[config.mk]
export PLATFORM = sky130hd
export DESIGN_NAME = address_sequencer
export DESIGN_NICKNAME = d
export VERILOG_FILES = /design/src/rtl/address_seq_pkg.sv /design/src/rtl/seq_watchdog.sv /design/src/rtl/address_sequencer.sv
export SDC_FILE = /design/constraint.sdc
export NUM_CORES = 1
export LEC_CHECK = 0
export BUFFER_PORTS_ARGS = -buffer_cell sky130_fd_sc_hd__buf_2
export CELL_PAD_IN_SITES_DETAIL_PLACEMENT = 1
export CELL_PAD_IN_SITES_GLOBAL_PLACEMENT = 2
export CORE_ASPECT_RATIO = 0.9
export CORE_UTILIZATION = 26
export CTS_CLUSTER_DIAMETER = 100
export DETAILED_ROUTE_END_ITERATION = 12
export PLACE_DENSITY = 0.8
export SYNTH_ARGS = -nofsm -noshare
export SYNTH_HDL_FRONTEND = slang
export SYNTH_SLANG_ARGS = --single-unit
[constraint.sdc]
create_clock -name clk -period 2.81 [get_ports clk]
set_input_delay 0.4215 -clock clk [delete_from_list [all_inputs] [get_ports clk]]
set_output_delay 0.4215 -clock clk [all_outputs]
set_load 0.005 [all_outputs]
[src/rtl/address_seq_pkg.sv]
// Shared types and constants for the BRAM address-generator run controller.
package address_seq_pkg;

    typedef enum logic [1:0] {
        S_IDLE  = 2'd0,
        S_LOAD  = 2'd1,
        S_PRIME = 2'd2,
        S_RUN   = 2'd3
    } seq_state_t;

    localparam int CFG_EN      = 0;
    localparam int CFG_OUT     = 1;
    localparam int LOAD_CYCLES = 2;

    // Generator control bits implied by a sequencer state.
    function automatic logic [1:0] cfg_for_state(seq_state_t s);
        logic [1:0] c;
        c = 2'b00;
        case (s)
            S_PRIME: c[CFG_EN] = 1'b1;
            S_RUN: begin
                c[CFG_EN]  = 1'b1;
                c[CFG_OUT] = 1'b1;
            end
            default: c = 2'b00;
        endcase
        return c;
    endfunction

endpackage

[src/rtl/seq_watchdog.sv]
// Loadable down-counter; flags a generator that stops producing restart pulses.
module seq_watchdog #(
    parameter int CW = 9
) (
    input  logic          clk,
    input  logic          resetn,
    input  logic          kick_i,
    input  logic          enable_i,
    input  logic [CW-1:0] load_i,
    output logic          expired_o
);

    logic [CW-1:0] cnt_q, cnt_d;

    always_comb begin
        cnt_d = cnt_q;
        if (kick_i) begin
            cnt_d = load_i;
        end else if (enable_i && (cnt_q != '0)) begin
            cnt_d = cnt_q - CW'(1);
        end
    end

    always_ff @(posedge clk or negedge resetn) begin
        if (!resetn) begin
            cnt_q <= '0;
        end else begin
            cnt_q <= cnt_d;
        end
    end

    assign expired_o = enable_i && (cnt_q == '0);

endmodule

[src/rtl/address_sequencer.sv]
// Run controller: latches a host period, sequences the generator reset/prime/run
// phases, counts restart pulses and aborts on a stalled generator.
module address_sequencer
    import address_seq_pkg::*;
#(
    parameter int WIDTH     = 8,
    parameter int NCW       = 16,
    parameter int WD_MARGIN = 8
) (
    input  logic           clk,
    input  logic           resetn,
    input  logic           start,
    input  logic           stop,
    input  logic           continuous,
    input  logic [31:0]    period_in,
    input  logic [NCW-1:0] n_periods,
    input  logic           restart,
    input  logic           tvalid,
    output logic [31:0]    cfg,
    output logic [31:0]    period,
    output logic           busy,
    output logic           done,
    output logic           error,
    output logic [NCW-1:0] period_count
);

    localparam logic [31:0] PERIOD_MAX = 32'((64'd1 << WIDTH) - 64'd1);
    // Wide enough for PERIOD_MAX + WD_MARGIN - 1.
    localparam int WDW = $clog2((2 ** WIDTH) + WD_MARGIN);
    localparam logic [WDW-1:0] WD_OFF = WDW'(WD_MARGIN - 1);

    seq_state_t     state_q, state_d;
    logic           start_q;
    logic [31:0]    period_q, period_d;
    logic [NCW-1:0] nper_q, nper_d;
    logic           cont_q, cont_d;
    logic           done_q, done_d;
    logic           error_q, error_d;
    logic [NCW-1:0] pcnt_q, pcnt_d;
    logic [1:0]     cfg_q, cfg_d;
    logic           busy_q, busy_d;
    logic [1:0]     lcnt_q, lcnt_d;

    logic           start_rise;
    logic           params_bad;
    logic [NCW-1:0] pcnt_inc;
    logic           wd_kick, wd_en, wd_exp;
    logic [WDW-1:0] wd_load;
    logic           tvalid_unused;

    assign tvalid_unused = tvalid;
    assign start_rise    = start && !start_q;
    assign params_bad    = (period_in == 32'd0) || (period_in > PERIOD_MAX) ||
                           ((n_periods == '0) && !continuous);
    assign pcnt_inc      = pcnt_q + NCW'(1);

    assign wd_en   = (state_q == S_PRIME) || (state_q == S_RUN);
    // Expiry shows up period + WD_MARGIN cycles after the reload edge.
    assign wd_load = WDW'(period_q[WIDTH-1:0]) + WD_OFF;

    seq_watchdog #(.CW(WDW)) u_wd (
        .clk       (clk),
        .resetn    (resetn),
        .kick_i    (wd_kick),
        .enable_i  (wd_en),
        .load_i    (wd_load),
        .expired_o (wd_exp)
    );

    always_comb begin
        state_d  = state_q;
        period_d = period_q;
        nper_d   = nper_q;
        cont_d   = cont_q;
        done_d   = done_q;
        error_d  = error_q;
        pcnt_d   = pcnt_q;
        lcnt_d   = lcnt_q;
        wd_kick  = 1'b0;

        case (state_q)
            S_IDLE: begin
                if (start_rise && !stop) begin
                    if (params_bad) begin
                        error_d = 1'b1;
                    end else begin
                        period_d = period_in;
                        nper_d   = n_periods;
                        cont_d   = continuous;
                        done_d   = 1'b0;
                        error_d  = 1'b0;
                        pcnt_d   = '0;
                        lcnt_d   = 2'd0;
                        state_d  = S_LOAD;
                    end
                end
            end
            S_LOAD: begin
                if (stop) begin
                    state_d = S_IDLE;
                end else if (lcnt_q == 2'(LOAD_CYCLES - 1)) begin
                    state_d = S_PRIME;
                    wd_kick = 1'b1;
                end else begin
                    lcnt_d = lcnt_q + 2'd1;
                end
            end
            S_PRIME: begin
                if (stop) begin
                    state_d = S_IDLE;
                end else if (restart) begin
                    state_d = S_RUN;
                    wd_kick = 1'b1;
                end else if (wd_exp) begin
                    error_d = 1'b1;
                    state_d = S_IDLE;
                end
            end
            S_RUN: begin
                // A restart beats a same-cycle expiry; stop beats both.
                if (stop) begin
                    state_d = S_IDLE;
                end else if (restart) begin
                    pcnt_d  = pcnt_inc;
                    wd_kick = 1'b1;
                    if (!cont_q && (pcnt_inc == nper_q)) begin
                        done_d  = 1'b1;
                        state_d = S_IDLE;
                    end
                end else if (wd_exp) begin
                    error_d = 1'b1;
                    state_d = S_IDLE;
                end
            end
            default: state_d = S_IDLE;
        endcase

        cfg_d  = cfg_for_state(state_d);
        busy_d = (state_d != S_IDLE);
    end

    always_ff @(posedge clk or negedge resetn) begin
        if (!resetn) begin
            state_q  <= S_IDLE;
            start_q  <= 1'b0;
            period_q <= '0;
            nper_q   <= '0;
            cont_q   <= 1'b0;
            done_q   <= 1'b0;
            error_q  <= 1'b0;
            pcnt_q   <= '0;
            cfg_q    <= 2'b00;
            busy_q   <= 1'b0;
            lcnt_q   <= 2'd0;
        end else begin
            state_q  <= state_d;
            start_q  <= start;
            period_q <= period_d;
            nper_q   <= nper_d;
            cont_q   <= cont_d;
            done_q   <= done_d;
            error_q  <= error_d;
            pcnt_q   <= pcnt_d;
            cfg_q    <= cfg_d;
            busy_q   <= busy_d;
            lcnt_q   <= lcnt_d;
        end
    end

    assign cfg          = {30'd0, cfg_q};
    assign period       = period_q;
    assign busy         = busy_q;
    assign done         = done_q;
    assign error        = error_q;
    assign period_count = pcnt_q;

endmodule

-- Yosys cells after proc, flatten, opt, wreduce, memory -nomap -nowiden
Cells that the tools add are included.
- add/subtract/negate cells: 4
- $mul: 0
- divide/modulo/power cells: 0
- magnitude comparators: 1
- equality and inequality tests: 17
- shift-type cells: 0
- multiplexer cells: 42
- bitwise gates (word level): 1
- reduce and logical (&&, ||, !) cells: 30
- operator list (cell ; count):
    two-way mux 16 bit ; 4
    greater-than comparator 32 x 8 -> 1 bit, second input constant ; 1
    zero test 32 bit ; 1
    one-hot mux 16 bit (2 select lines) ; 1
    two-way mux 2 bit ; 14
    two-way mux 9 bit ; 2
    adder 16 x 1 -> 16 bit, second input constant ; 1
    equality test 16 bit ; 1
    zero test 16 bit ; 1
    two-way mux 1 bit ; 16
    != test 2 bit, second input constant ; 8
    AND reduction 5 bit ; 3
    nonzero test 2 bit ; 5
    adder 8 x 3 -> 9 bit, second input constant ; 1
    zero test 9 bit ; 1
    nonzero test 9 bit ; 1
    subtractor 9 x 1 -> 9 bit, second input constant ; 1
    equality test 2 bit, second input constant ; 4
    one-hot mux 2 bit (4 select lines) ; 1
    logical AND 1 bit ; 6
    one-hot mux 1 bit (2 select lines) ; 3
    AND reduction 6 bit ; 1
    equality test 2 x 1 -> 1 bit, second input constant ; 2
    zero test 1 bit ; 4
    8 further kinds ; 12
- bits in registers: 84
- bits in latches: 0
- memory bits (writable): 0
- bits in read-only memories: 0
- input bits: 55
- output and inout bits: 83
- logic and storage cells: 107
- memories kept: 0

-- Depth between registers and ports, before layout
- depth after elaboration: 10
- gate-level depth with buffers: 9
- mapped depth without buffers: 8

-- Hierarchy
A second synthesis with hierarchy kept.
- cell total of the unflattened synthesis: 533
- area total of the unflattened synthesis: 4803.4 µm²
- modules (own cells, without submodules) (module ; times used ; cells each ; area each (µm²) ; seq. area each (µm²)):
    address_sequencer ; 1 ; 465 ; 4216.5 ; 1851.8
    seq_watchdog ; 1 ; 68 ; 586.8 ; 225.2

-- Worst setup path after synthesis
Ideal clock, no wire load.
- path kind: register to register
- start: register pcnt_q[0], in the netlist period_count[0]
- end: register cfg_q[0]
- arrival: 2665 ps
- setup slack: 5 ps
- stages on the path, launching flop included: 9
- clock period less this slack: 2805 ps
- cell sequence: dfrtp_1 ha_1 clkbuf_1 nand4_1 or4_1 xnor2_1 or4_4 a2111oi_4 o21ai_0
- cells in the longest elaborated chain, start to end: 10
- elaborated cells between the ends (all ways): 11
- classes of those cells: add/sub (1); eq/ne (3); mux (5); reduce/logical (2)
- RTL lines (what ; RTL line ; text):
    from (decl) ; address_sequencer.sv:39 ; logic [NCW-1:0] pcnt_q, pcnt_d;
    from (signal assigned) ; address_sequencer.sv:163 ; pcnt_q <= pcnt_d;
    adder 16 x 1 -> 16 bit * ; address_sequencer.sv:55 ; assign pcnt_inc = pcnt_q + NCW'(1);
    equality test 16 bit * ; address_sequencer.sv:126 ; if (!cont_q && (pcnt_inc == nper_q)) begin
    logical AND 1 bit * ; address_sequencer.sv:126 ;
    two-way mux 2 bit * ; address_sequencer.sv:126 ;
    two-way mux 2 bit * ; address_sequencer.sv:123 ; end else if (restart) begin
    two-way mux 2 bit * ; address_sequencer.sv:121 ; if (stop) begin
    one-hot mux 2 bit (4 select lines) * ; address_sequencer.sv:81 ; case (state_q)
    equality test 2 bit ; address_seq_pkg.sv:19 ; case (s)
    OR reduction 2 bit (no source line) * ; - ;
    two-way mux 1 bit * ; address_seq_pkg.sv:19 ;
    named net cfg_d[0] ; address_sequencer.sv:40 ; logic [1:0] cfg_q, cfg_d;
    to (signal assigned) ; address_sequencer.sv:164 ; cfg_q <= cfg_d;
    to (decl) ; address_sequencer.sv:40 ;
The timed path passes the listed nets; every way through them passes the cells marked *.
A chain may end at the register's enable or synchronous reset.

-- Worst setup path after layout
- start: register pcnt_q[9], in the netlist period_count[9]
- end: register cfg_q[0]
Same word-level chain as after synthesis.

==> results.tsv <==
metric	value	unit
crit-path max FO	12	
vias post-DR	3794	
Final Hold Viols	0	
Post-CTS Setup Repair Bufs	0	
Yosys cell types	58	
overflow left after global routing	0	
power per unit of standard cell area	454.4	nW/um^2
post-route setup slack	199.5	ps
CTS sink cnt	84	
worst clock skew	9.325	ps
Reg2Reg Launch Point	period_count[9]	
kind of path behind the tightest hold check	primary input to async pin	
TritonCTS clock tree	done	
complex-gate fraction of the synthesized area	0.1120	
final number of setup-violating endpoints	0	
accumulated negative setup slack	0	ps
Fill cells	2014	
critical path required time	3010	ps
final number of max-transition violations	0	
proportion of synthesized flip-flops having asynchronous set or reset	1.000	
number of H-tree levels	3	
average cell area after synthesis	10.03	sq um
CTS Root Cell	clkbuf_16	
I/O Pins	138	
maximum number of pins on one net before global-route repair	48	
Core ar.	17120	sq um
YS warnings	0	
portion of the post-synthesis area used by sequential elements	0.4568	
leading cell types in the layout, fill and taps excluded	buf_2 (105), dfrtp_1 (84), o21ai_0 (35), nand2_1 (32), conb_1 (30)	
CP endpoint kind	flip-flop	
vias in the first global route	3951	
multiplexer share of the synthesized area	0.06797	
largest family of logic cells by synthesized area	simple AND/OR/NAND/NOR gates	
number of cell rows	45	
final HPWL from detailed placement	9990	um
remaining number of nets flagged by the antenna check after routing	0	
via count normalized by instance count	4.655	
area overhead of the layout relative to synthesis	23.25	%
EDFF count, synth	0	
worst setup slack for register-to-register paths	200	ps
fraction of layout cells with a size suffix above 1	0.3161	
worst slack at placement	88.48	ps
Clk pwr share	0.459	
post-route DRC violation count	0	
leading cell type in the layout, fill and taps excluded	buf_2	
design internal power	0.001999	W
Die W	142.2	um
number of storage elements in the synthesis netlist	84	
number of cells in the finished layout apart from fillers	815	
setup repair after global routing missed its margin	false	
capture instance of the worst register-to-register path	cfg_q[0]	
worst-margin pin slew	608.4	ps
wire length of the first global-routing pass	21290	um
die footprint	18240	sq um
proportion of power drawn by combinational gates	0.055	
Switching Share	0.2244	
Synth Instances	459	
number of buffers inserted for hold repair after clock tree synthesis	0	
effective utilization at floorplan	0.2689	
number of cells on the worst reg-to-reg path	7	
gp weighted congestion	0.8679	
net switching power of the design	0.0005785	W
Port Buffers	106	
Max-cap violations	0	
sequential cell fraction of total power	0.486	
run status	finished clean	
wire length reported by the detailed router	13140	um
drt wl/cell	16.12	um
Reg clk slew, reported paths	70	ps
post-synthesis share of cell area spent on full adders, half adders and majority gates	0.01088	
source-to-sink clock delay at the later pin of the worst-skew pair	340	ps
Post-Synth Simple-Gate Area	0.1996	
Placed Cells	799	
Worst slew margin	0.5944	
FMAX	0.3831	GHz
startpoint type of the worst setup path	flip-flop	
hold_ws	87.02	ps
Primary FF master, synth	dfrtp_1	
arrival time worst endpoint	2810	ps
router iterations before antenna repair	4	
Max rail drop VDD	0.2707	mV
number of antenna violations at the first check in global routing	2	
DRT iter0 DRCs	126	
number of nets in the layout	634	
clock buffers created by TritonCTS	9	
XOR/XNOR Fraction of Synth Area	0.06281	
Netlist Area Pre-Place	4602	sq um
combined global-route utilization of all metal layers	0.1520	
clock buffer depth	2	
clock period minus final worst setup slack	2610	ps
die height	128.2	um
Final Cycle Share	0.9290	
Leakage Power	2.783	nW
worst setup path category	flip-flop to flip-flop	
[Yosys cell counts, types with 2 or more instances]
cell type / number / area, sq um
a211oi_1: 3 / 22.52
a21oi_1: 12 / 60.06
a31oi_1: 3 / 18.77
and2_1: 27 / 168.9
and3_1: 3 / 18.77
and4_1: 2 / 17.52
buf_2: 6 / 30.03
buf_4: 31 / 232.7
buf_6: 5 / 56.30
clkbuf_1: 14 / 52.55
dfrtp_1: 84 / 2102
ha_1: 4 / 50.05
inv_1: 9 / 33.78
mux2_2: 26 / 292.8
mux2i_1: 2 / 20.02
nand2_1: 32 / 120.1
nand2b_1: 3 / 18.77
nand3_1: 14 / 70.07
nand3b_1: 4 / 30.03
nand4_1: 9 / 56.30
nor2_1: 23 / 86.33
nor2b_1: 5 / 31.28
nor3_1: 6 / 30.03
nor3b_1: 2 / 15.01
nor4_1: 13 / 81.33
o211ai_1: 2 / 15.01
o21ai_0: 35 / 175.2
o22ai_1: 2 / 12.51
o31ai_1: 5 / 37.54
o41ai_1: 3 / 26.28
or3_1: 4 / 25.02
or3b_2: 2 / 17.52
or4_1: 8 / 60.06
xnor2_1: 22 / 192.7
xor2_1: 11 / 96.34
[logic make-up after synthesis]
kind of cell | after synthesis
adders and majority gates | 4
other | 1
and+or+nand+nor | 163
muxes | 28
xor gates and xnor gates | 33
AOI/OAI and AO/OA | 80
buffers and inverters | 66
DFF | 84
[critical path, cell delays in order (launching register included)]
cell	delay (ps)
dfrtp_1	400
buf_4	190
or3b_2	440
or4_1	420
nand4_1	140
o211ai_1	160
a2111oi_4	560
o21ai_0	160
[sequential cells by signal, summed over array words and instances (netlist names), 2 cells and up]
signal,cells
cfg_q,2
lcnt_q,2
nper_q,16
period,32
period_count,16
state_q,2
u_wd.cnt_q,9
[area by class of cell]
cell class,instances,area (sq um),area share
well taps,235,294.0,0.05184
inverters,9,33.78,0.005956
diodes,1,2.502,0.0004412
repair buffers,133,748.2,0.1319
clock buffers,13,250.2,0.04412
flip-flops and latches,84,2102,0.3706
multi-input cells,338,2206,0.3889
clock inverters,2,35.03,0.006177
[metrics by stage]
step | utilization | power [W] | area, sq um
finish | 0.3314 | 0.002577 | 5672
global route | 0.3312 | 0.002687 | 5669
CTS | 0.3308 | 0.002621 | 5663
detailed placement | 0.3142 | 0.001420 | 5378
global placement | 0.3142 | 0.001408 | 5378
floorplan | - | 0.001358 | 4711
[metal layers]
layer,part of all wire,wire length [um],vias to the layer above,global-route usage
met2,0.48,6323,89,0.2483
met3,0.048,625,23,0.03213
met1,0.44,5797,1875,0.1907
met5,0.0018,23,-,0
li1,-,-,1803,-
met4,0.028,364,4,0.07337
[power by group through the flow]
stage | clock, W | combinational [W] | sequential, W
floorplan | 0 | 0.0000880 | 0.00127
global placement | 0 | 0.000135 | 0.00127
detailed placement | 0 | 0.000145 | 0.00127
CTS | 0.00122 | 0.000145 | 0.00125
global route | 0.00127 | 0.000164 | 0.00125
finish | 0.00118 | 0.000141 | 0.00125
[how the worst max path moves through the flow]
stage          slack, ps         end  cells after the start       startpoint
2_1_floorplan          5    cfg_q[0]                      8  period_count[0]
3_3_place_gp         140    cfg_q[0]                      7  period_count[0]
3_5_place_dp          90    cfg_q[0]                      7  period_count[1]
4_1_cts               70    cfg_q[0]                      7  period_count[1]
5_1_grt                5  state_q[1]                      8  period_count[1]
6_report             200    cfg_q[0]                      7  period_count[9]
[timing repair]
| item | 4_1_cts | 5_1_grt |
|---|---|---|
| endpoints found under the hold margin | 0 | 0 |
| gates resized for setup | 0 | 1 |
| endpoints found under the setup margin | 0 | 6 |
Note: power is estimated with default switching activity, not from simulation.
